--- config.mk ---
export PLATFORM = sky130hd
export DESIGN_NAME = pipe_hazard_controller
export DESIGN_NICKNAME = d
export VERILOG_FILES = /design/src/rtl/pipe_hazard_controller_pkg.sv /design/src/rtl/pipe_hazard_controller_reg_scoreboard.sv /design/src/rtl/pipe_hazard_controller.sv
export SDC_FILE = /design/constraint.sdc
export NUM_CORES = 1
export LEC_CHECK = 0
export CAP_MARGIN = 20
export CORE_ASPECT_RATIO = 2
export CORE_UTILIZATION = 25
export CTS_CLUSTER_DIAMETER = 200
export DETAILED_ROUTE_END_ITERATION = 8
export GPL_TIMING_DRIVEN = 0
export PLACE_DENSITY_LB_ADDON = 0.05
export SLEW_MARGIN = 20
export SYNTH_ARGS = -nofsm -noshare
export SYNTH_HDL_FRONTEND = slang
export SYNTH_SLANG_ARGS = --single-unit
--- constraint.sdc ---
create_clock -name clk -period 3.04 [get_ports clk]
set_input_delay 0.608 -clock clk [delete_from_list [all_inputs] [get_ports clk]]
set_output_delay 0.608 -clock clk [all_outputs]
set_load 0.01 [all_outputs]
--- src/rtl/pipe_hazard_controller_pkg.sv ---
// pipe_hazard_controller_pkg: shared widths, defaults and memory FSM encoding for the hazard controller
package pipe_hazard_controller_pkg;
    localparam int REGFILE_ADDRESS_LEN = 4;
    localparam int DEFAULT_CNT_W = 2;
    localparam int DEFAULT_MEM_TIMEOUT = 63;
    typedef enum logic {MEM_IDLE = 1'b0, MEM_BUSY = 1'b1} mem_state_t;
endpackage

--- src/rtl/pipe_hazard_controller_reg_scoreboard.sv ---
// reg_scoreboard: per-register pending-writer counters with issue/retire update and two pending lookups
module reg_scoreboard
    import pipe_hazard_controller_pkg::*;
#(
    parameter int REG_ADDR_W = REGFILE_ADDRESS_LEN,
    parameter int CNT_W = DEFAULT_CNT_W
) (
    input  logic                  clk,
    input  logic                  rst,
    input  logic                  issue,
    input  logic [REG_ADDR_W-1:0] issue_dest,
    input  logic                  retire,
    input  logic [REG_ADDR_W-1:0] retire_dest,
    input  logic [REG_ADDR_W-1:0] rd_addr1,
    input  logic [REG_ADDR_W-1:0] rd_addr2,
    output logic                  pend1,
    output logic                  pend2,
    output logic                  sb_error
);
    localparam int N = 2 ** REG_ADDR_W;
    localparam logic [CNT_W-1:0] CNT_MAX = '1;
    logic [CNT_W-1:0] cnt [N];
    logic [CNT_W-1:0] cnt_nxt [N];
    logic [N-1:0] inc;
    logic [N-1:0] dec;
    logic err_now;
    // A retiring write is visible through the register file this cycle, so it no longer blocks readers
    assign pend1 = (cnt[rd_addr1] != '0) && !(retire && retire_dest == rd_addr1);
    assign pend2 = (cnt[rd_addr2] != '0) && !(retire && retire_dest == rd_addr2);
    // Next count per register; simultaneous issue and retire on one register cancel out
    always_comb begin
        err_now = 1'b0;
        for (int i = 0; i < N; i++) begin
            inc[i] = issue && issue_dest == REG_ADDR_W'(i);
            dec[i] = retire && retire_dest == REG_ADDR_W'(i);
            cnt_nxt[i] = cnt[i];
            if (inc[i] && !dec[i]) begin
                if (cnt[i] == CNT_MAX) err_now = 1'b1;
                else cnt_nxt[i] = cnt[i] + 1'b1;
            end else if (dec[i] && !inc[i]) begin
                if (cnt[i] == '0) err_now = 1'b1;
                else cnt_nxt[i] = cnt[i] - 1'b1;
            end
        end
    end
    // Counter array and sticky overflow/underflow flag
    always_ff @(posedge clk or negedge rst) begin
        if (!rst) begin
            cnt <= '{default: '0};
            sb_error <= 1'b0;
        end else begin
            cnt <= cnt_nxt;
            if (err_now) sb_error <= 1'b1;
        end
    end
endmodule

--- src/rtl/pipe_hazard_controller.sv ---
// pipe_hazard_controller: stall/flush/freeze arbitration and SRAM wait sequencing for the 5-stage pipeline
module pipe_hazard_controller
    import pipe_hazard_controller_pkg::*;
#(
    parameter int REG_ADDR_W = REGFILE_ADDRESS_LEN,
    parameter int CNT_W = DEFAULT_CNT_W,
    parameter int MEM_TIMEOUT = DEFAULT_MEM_TIMEOUT
) (
    input  logic                  clk,
    input  logic                  rst,
    input  logic                  id_valid,
    input  logic [REG_ADDR_W-1:0] id_src1,
    input  logic [REG_ADDR_W-1:0] id_src2,
    input  logic                  id_two_src,
    input  logic [REG_ADDR_W-1:0] id_dest,
    input  logic                  id_wb_en,
    input  logic [REG_ADDR_W-1:0] wb_dest,
    input  logic                  wb_en,
    input  logic                  branch_taken,
    input  logic                  mem_req,
    input  logic                  mem_ready,
    output logic                  hazard,
    output logic                  hold_pc,
    output logic                  hold_ifid,
    output logic                  flush_ifid,
    output logic                  bubble_idex,
    output logic                  freeze,
    output logic                  sb_error,
    output logic                  mem_timeout
);
    localparam int TMR_W = $clog2(MEM_TIMEOUT + 1);
    mem_state_t state;
    logic [TMR_W-1:0] timer;
    logic mem_wait;
    logic issue;
    logic retire;
    logic pend1;
    logic pend2;
    // A same-cycle ready completes the access without any wait cycle
    assign mem_wait = (state == MEM_BUSY) ? !mem_ready : (mem_req && !mem_ready);
    assign retire = wb_en && !mem_wait;
    assign hazard = id_valid && (pend1 || (id_two_src && pend2));
    assign issue = id_valid && id_wb_en && !hazard && !mem_wait && !branch_taken;
    assign freeze = mem_wait;
    assign hold_pc = mem_wait || (hazard && !branch_taken);
    assign hold_ifid = hold_pc;
    assign flush_ifid = !mem_wait && branch_taken;
    assign bubble_idex = !mem_wait && (branch_taken || hazard);
    reg_scoreboard #(.REG_ADDR_W(REG_ADDR_W), .CNT_W(CNT_W)) u_sb (
        .clk(clk),
        .rst(rst),
        .issue(issue),
        .issue_dest(id_dest),
        .retire(retire),
        .retire_dest(wb_dest),
        .rd_addr1(id_src1),
        .rd_addr2(id_src2),
        .pend1(pend1),
        .pend2(pend2),
        .sb_error(sb_error)
    );
    // SRAM wait sequencer with a bounded busy period and sticky timeout flag
    always_ff @(posedge clk or negedge rst) begin
        if (!rst) begin
            state <= MEM_IDLE;
            timer <= '0;
            mem_timeout <= 1'b0;
        end else if (state == MEM_IDLE) begin
            timer <= '0;
            if (mem_req && !mem_ready) state <= MEM_BUSY;
        end else if (mem_ready) begin
            state <= MEM_IDLE;
            timer <= '0;
        end else if (timer == TMR_W'(MEM_TIMEOUT)) begin
            state <= MEM_IDLE;
            timer <= '0;
            mem_timeout <= 1'b1;
        end else begin
            timer <= timer + 1'b1;
        end
    end
endmodule
After elaboration in Yosys (flattened, before gate mapping) --
Index checks and enable logic that the tools add are counted.
Word-level totals: bits of input ports 25, register bits after elaboration 41, output and inout bits 8
Cells by class: $lt $le $gt $ge 2, eq/ne operators 81, bitwise logic cells 3, mux-type cells 142, reduce and logical (&&, ||, !) cells 173, add/subtract/negate cells 33
Operators by type and width (count):
- $mux 2 | 68
- $logic_and 1x1->1 | 79
- $mux 1 | 69
- $eq 4x4->1 const B | 16
- $reduce_and 3->1 | 17
- $logic_not 1->1 | 38
- $reduce_bool 2->1 | 18
- $add 2x1->2 const B | 16
- $eq 2x2->1 const B | 16
- $eq 4x3->1 const B | 8
- $logic_not 2->1 | 16
- $ne 2x1->1 const B | 16
- $ne 2x2->1 const B | 16
- $sub 2x1->2 const B | 16
- $mux 6 | 3
- $bmux 2 s4 | 2
- $eq 4x2->1 const B | 4
- $ge 5x5->1 const B | 2
- $not 4->5 | 2
- $eq 4x1->1 const B | 2
- $eq 4x4->1 | 2
- $logic_not 4->1 | 2
- $add 6x1->6 const B | 1
- $eq 6x6->1 const B | 1
- 2 further kinds | 4

Longest topological paths before layout --
depth after elaboration 65, depth in mapped cells 11, depth with buffers taken out 10

Cells and area by module --
From an unflattened synthesis, not the netlist that was laid out.
Unflattened totals: cells, all modules 427, area, all modules 3392.0 um2
By module, submodules not included:
- reg_scoreboard | area an instance 2982.9 um2, cells each 384, instances 1
- pipe_hazard_controller | area an instance 409.1 um2, cells each 43, instances 1

Least setup slack after synthesis --
No wires, ideal clock.
path type input-to-output, start point in id_src1[0], end point out hold_pc, path buffers 3, data required time 2.432 ns, slack -0.154 ns, data arrival time 2.586 ns, stages on the path 9, path through buf_6 inv_2 mux4_2 o221a_2 nor4_4 nor2_1 buf_2 o21ai_0 buf_4
Between the ends: longest elaborated chain between the ends 10, elaborated cells on any way between the ends 13, classes of those cells eq/ne: 1; mux: 3; bitwise: 1; reduce/logical: 8
Ends and longest elaborated chain:
- start: declaration | RTL line pipe_hazard_controller.sv:12 | input logic [REG_ADDR_W-1:0] id_src1,
- $not 4->5 (not written as such) | RTL line pipe_hazard_controller_reg_scoreboard.sv:28 | assign pend1 = (cnt[rd_addr1] != '0) && !(retire && retire_dest == rd_addr1);
- $bmux 2 s4 | RTL line pipe_hazard_controller_reg_scoreboard.sv:28
- $mux 2 (not written as such) (2 in a row) | RTL line pipe_hazard_controller_reg_scoreboard.sv:28
- $reduce_bool 2->1 | RTL line pipe_hazard_controller_reg_scoreboard.sv:28
- $logic_and 1x1->1 * | RTL line pipe_hazard_controller_reg_scoreboard.sv:28
- $logic_or 1x1->1 * | RTL line pipe_hazard_controller.sv:42 | assign hazard = id_valid && (pend1 || (id_two_src && pend2));
- $logic_and 1x1->1 * | RTL line pipe_hazard_controller.sv:42
- $logic_and 1x1->1 * | RTL line pipe_hazard_controller.sv:45 | assign hold_pc = mem_wait || (hazard && !branch_taken);
- $logic_or 1x1->1 * | RTL line pipe_hazard_controller.sv:45
- end: declaration | RTL line pipe_hazard_controller.sv:23 | output logic hold_pc,
Mark *: on every way between the ends. The rest lies on a longest branch, timed or not. The select of a mux whose other input is x is not followed.

Final worst setup path --
Same ends and word-level chain as after synthesis.

==> results.md <==
* period utilisation layout: 101%
* area share of the largest cell type after synthesis: 30.9%
* overall overflow remaining after global route: 0
* Crit Path Max Fanout: 4
* worst-case vdd ir drop: 220 uV
* count of vias placed by the detailed router: 3707
* Starting Density: 25.6%
* Cell Area, Synth: 3320 sq um
* power consumption: 1.88 mW
* launching element type of the critical path: primary input
* number of setup violations in the final report: 2
* cts bufs inserted: 5
* register clock-pin slew on the reported worst setup and hold paths: 0.06 ns
* Final HPWL DP: 10500 um
* GRT Resource Usage Total: 20.5%
* Hold Vio Cnt, Final: 0
* mean post-synth cell area: 7.44 sq um
* worst path required time: 2.43 ns
* number of unique standard cell types used by synthesis: 63
* number of port buffers: 27
* transition time at the pin with the least slew margin: 0.706 ns
* Met1 Routed Length: 4970 um
* time the worst path needs with I/O delays and setup: 3.08 ns
* residual DRC count: 0
* core box area: 13000 sq um
* Place WS: -1.41 ns
* Die Footprint: 13800 sq um
* post-cts hold buffer count: 0
* biggest area consumer among synthesized cells: sky130_fd_sc_hd__dfrtp_1
* result of the run: complete, but fails checks
* crit end category: primary output
* headroom to the max-slew limit: 51.7%
* Post-synth ARST share: 100%
* CP Class: in -> out
* synthesized-area fraction occupied by and/or/nand/nor cells: 34.9%
* part of the Yosys area used for sequential elements: 30.9%
* power per cell area: 413 nW/um^2
* dominant cells by area after synthesis: sky130_fd_sc_hd__dfrtp_1, sky130_fd_sc_hd__nand2_1, sky130_fd_sc_hd__o21ai_0
* worst setup skew after layout: 0.00869 ns
* Leakage Power: 1.86 nW
* clk root buf: sky130_fd_sc_hd__clkbuf_16
* Clock Sink Count: 41
* total of flip-flops plus latches after synthesis: 41
* first-pass GRT wire length: 21100 um
* setup repair after global routing missed its margin: true
* Routed met2 length: 7790 um
* count of yosys warnings during synthesis: 0
* die outline height: 165 um
* Max Used Layer: met4
* H-Tree Depth: 2
* failing checks: negative setup slack
* mean number of vias per cell: 5.58
* final setup margin: -0.0387 ns
* first-pass detailed-route iteration total: 5
* initial antenna violation count: 0
* dominant combinational cell family by area after synthesis: simple AND/OR/NAND/NOR gates
* Net Count, Synth: 473
* TritonCTS clock tree: yes
* cell row count: 59
* post-detailed-route wirelength per cell: 21.0 um
* routability congestion estimate: 0.945
* Detailed Route Iter0 Violations: 208
* layout cell share with drive strength beyond 1: 24.2%
* final net count: 537
* xor-xnor portion of the synthesized cell area: 3.16%
* Die X-Extent: 83.5 um
* arithmetic-cell share of the synthesized area counting full adders, half adders and majority gates: 0.376%
* cell total after placement: 627
* HP Class: in -> async
* diodes inserted: 0
* most instantiated flip-flop cell in the synthesis netlist: sky130_fd_sc_hd__dfrtp_1
* number of enable-type register cells in the synthesized netlist: 0
* via count of the first global-routing pass: 3673
* max-cap violation count: 0
* pins over their slew limit: 0
* multiplexer fraction of the synthesized cell area: 0.979%
* cells after synthesis: 447
* pin count of the biggest net entering global routing: 24
* R2R depth: 11
* wirelength, routed: 14000 um
* IO Pins: 33
* post-route insts no fill: 664
* worst hold slack: 0.279 ns
* Synth Area in Compound Gates: 25.0%
* number of routed nets with antenna violations: 0
* achievable clock frequency: 0.325 GHz
* synth-to-layout area growth: 37.2%
* clock network latency to the later pin of the worst-skew pair: 0.30 ns
* number of buffers on the longest clock path: 2
* endpoint arrival time on the critical path: 2.47 ns
* wire length on met3: 488 um
cell type report:
class	instances	area, sq um
plain buffers	18	154
clock buffers	8	136
fillers	1405	8430
inverters	14	80.1
multi-input cells	370	2420
flip-flops and latches	41	1030
well taps	152	190
repair buffers	61	553
state kept, by name (all words and copies together), names as in the netlist:
name and count:
timer 6, u_sb.sb_error 1, state 1, mem_timeout 1, u_sb.cnt 32
synth_stat cells, drive strengths merged, types with 4 or more instances:
master,instances
a2111oi,5
a211oi,6
a21o,4
a21oi,29
a31o,6
a31oi,8
and3,9
and4,4
buf,9
clkbuf,13
dfrtp,41
inv,14
nand2,62
nand2b,10
nand3,15
nand4,16
nor2,43
nor2b,9
nor3,30
nor3b,6
nor4,6
o211ai,7
o21ai,40
or2,4
xnor2,9
metal layers:
layer / vias up / global-route usage (%)
li1: 1772 / -
met1: 1795 / 20.6
met2: 101 / 39.6
met3: 39 / 2.39
met4: 0 / 13.3
met5: - / 0
final timing paths:
path / startpoint / to / slack, ns
setup reg to reg: u_sb.cnt[10] / u_sb.sb_error / 0.03
setup / recovery: id_src1[0] / hold_pc / -0.04
hold reg to reg: mem_timeout / mem_timeout / 0.47
hold / removal: rst / u_sb.cnt[16] / 0.28
min in group clk: mem_timeout / mem_timeout / 0.47
max in group asynchronous: rst / u_sb.cnt[14] / 2.25
critical path, cell delays in order:
cell and delay [ns]:
sky130_fd_sc_hd__buf_12 0.12, sky130_fd_sc_hd__clkinv_8 0.04, sky130_fd_sc_hd__mux4_2 0.49, sky130_fd_sc_hd__o221a_4 0.30, sky130_fd_sc_hd__nor4_4 0.35, sky130_fd_sc_hd__nor2_2 0.09
sky130_fd_sc_hd__buf_6 0.15, sky130_fd_sc_hd__o21ai_2 0.11, sky130_fd_sc_hd__buf_4 0.12, sky130_fd_sc_hd__buf_6 0.09
placed cells by master (no fill, tap or decap), types with 4 or more instances in the layout:
master,count
sky130_fd_sc_hd__a21o_1,4
sky130_fd_sc_hd__a21oi_1,28
sky130_fd_sc_hd__a31o_2,6
sky130_fd_sc_hd__a31oi_1,6
sky130_fd_sc_hd__and3_1,9
sky130_fd_sc_hd__and4_1,4
sky130_fd_sc_hd__buf_12,5
sky130_fd_sc_hd__buf_2,4
sky130_fd_sc_hd__buf_4,32
sky130_fd_sc_hd__buf_6,5
sky130_fd_sc_hd__clkbuf_1,5
sky130_fd_sc_hd__clkbuf_16,5
sky130_fd_sc_hd__clkbuf_2,6
sky130_fd_sc_hd__clkdlybuf4s50_1,13
sky130_fd_sc_hd__dfrtp_1,40
sky130_fd_sc_hd__dlymetal6s2s_1,5
sky130_fd_sc_hd__inv_1,11
sky130_fd_sc_hd__nand2_1,61
sky130_fd_sc_hd__nand2b_1,9
sky130_fd_sc_hd__nand3_1,15
sky130_fd_sc_hd__nand4_1,16
sky130_fd_sc_hd__nor2_1,34
sky130_fd_sc_hd__nor2_2,9
sky130_fd_sc_hd__nor2b_1,9
sky130_fd_sc_hd__nor3_1,23
sky130_fd_sc_hd__nor3_4,4
sky130_fd_sc_hd__nor3b_1,4
sky130_fd_sc_hd__nor4_1,4
sky130_fd_sc_hd__o211ai_1,7
sky130_fd_sc_hd__o21ai_0,32
sky130_fd_sc_hd__o21ai_1,5
sky130_fd_sc_hd__or2_2,4
sky130_fd_sc_hd__xnor2_1,8
per-stage QoR:
stage / util [%] / instance area [sq um] / setup TNS (ns)
detailed placement: 29.3 / 3800 / -35.56
finish: 35.1 / 4560 / -0.0411
global placement: 29.2 / 3790 / -36.55
global route: 35.1 / 4560 / -0.345
floorplan: - / 3330 / 0
CTS: 32.8 / 4270 / -0.447
power breakdown:
| part | internal (mW) | switching, mW |
|---|---|---|
| clock | 0.306 | 0.231 |
| sequential | 0.618 | 0.123 |
| combinational | 0.274 | 0.331 |
logic make-up (layout without fill, tap and decap cells):
logic type                 Yosys count  after routing
muxes                                2              2
DFF                                 41             41
and+or+nand+nor                    226            226
adders and majority gates            1              1
buffers and inverters               36            101
xor gates and xnor gates            12             12
AOI/OAI and AO/OA                  129            129
what timing repair did:
item,in CTS,in global routing
pin swaps,13,22
gates cloned,1,0
buffers inserted,18,14
resized for setup,74,68
setup endpoints to repair,37,20
Note: power is estimated with default switching activity, not from simulation.
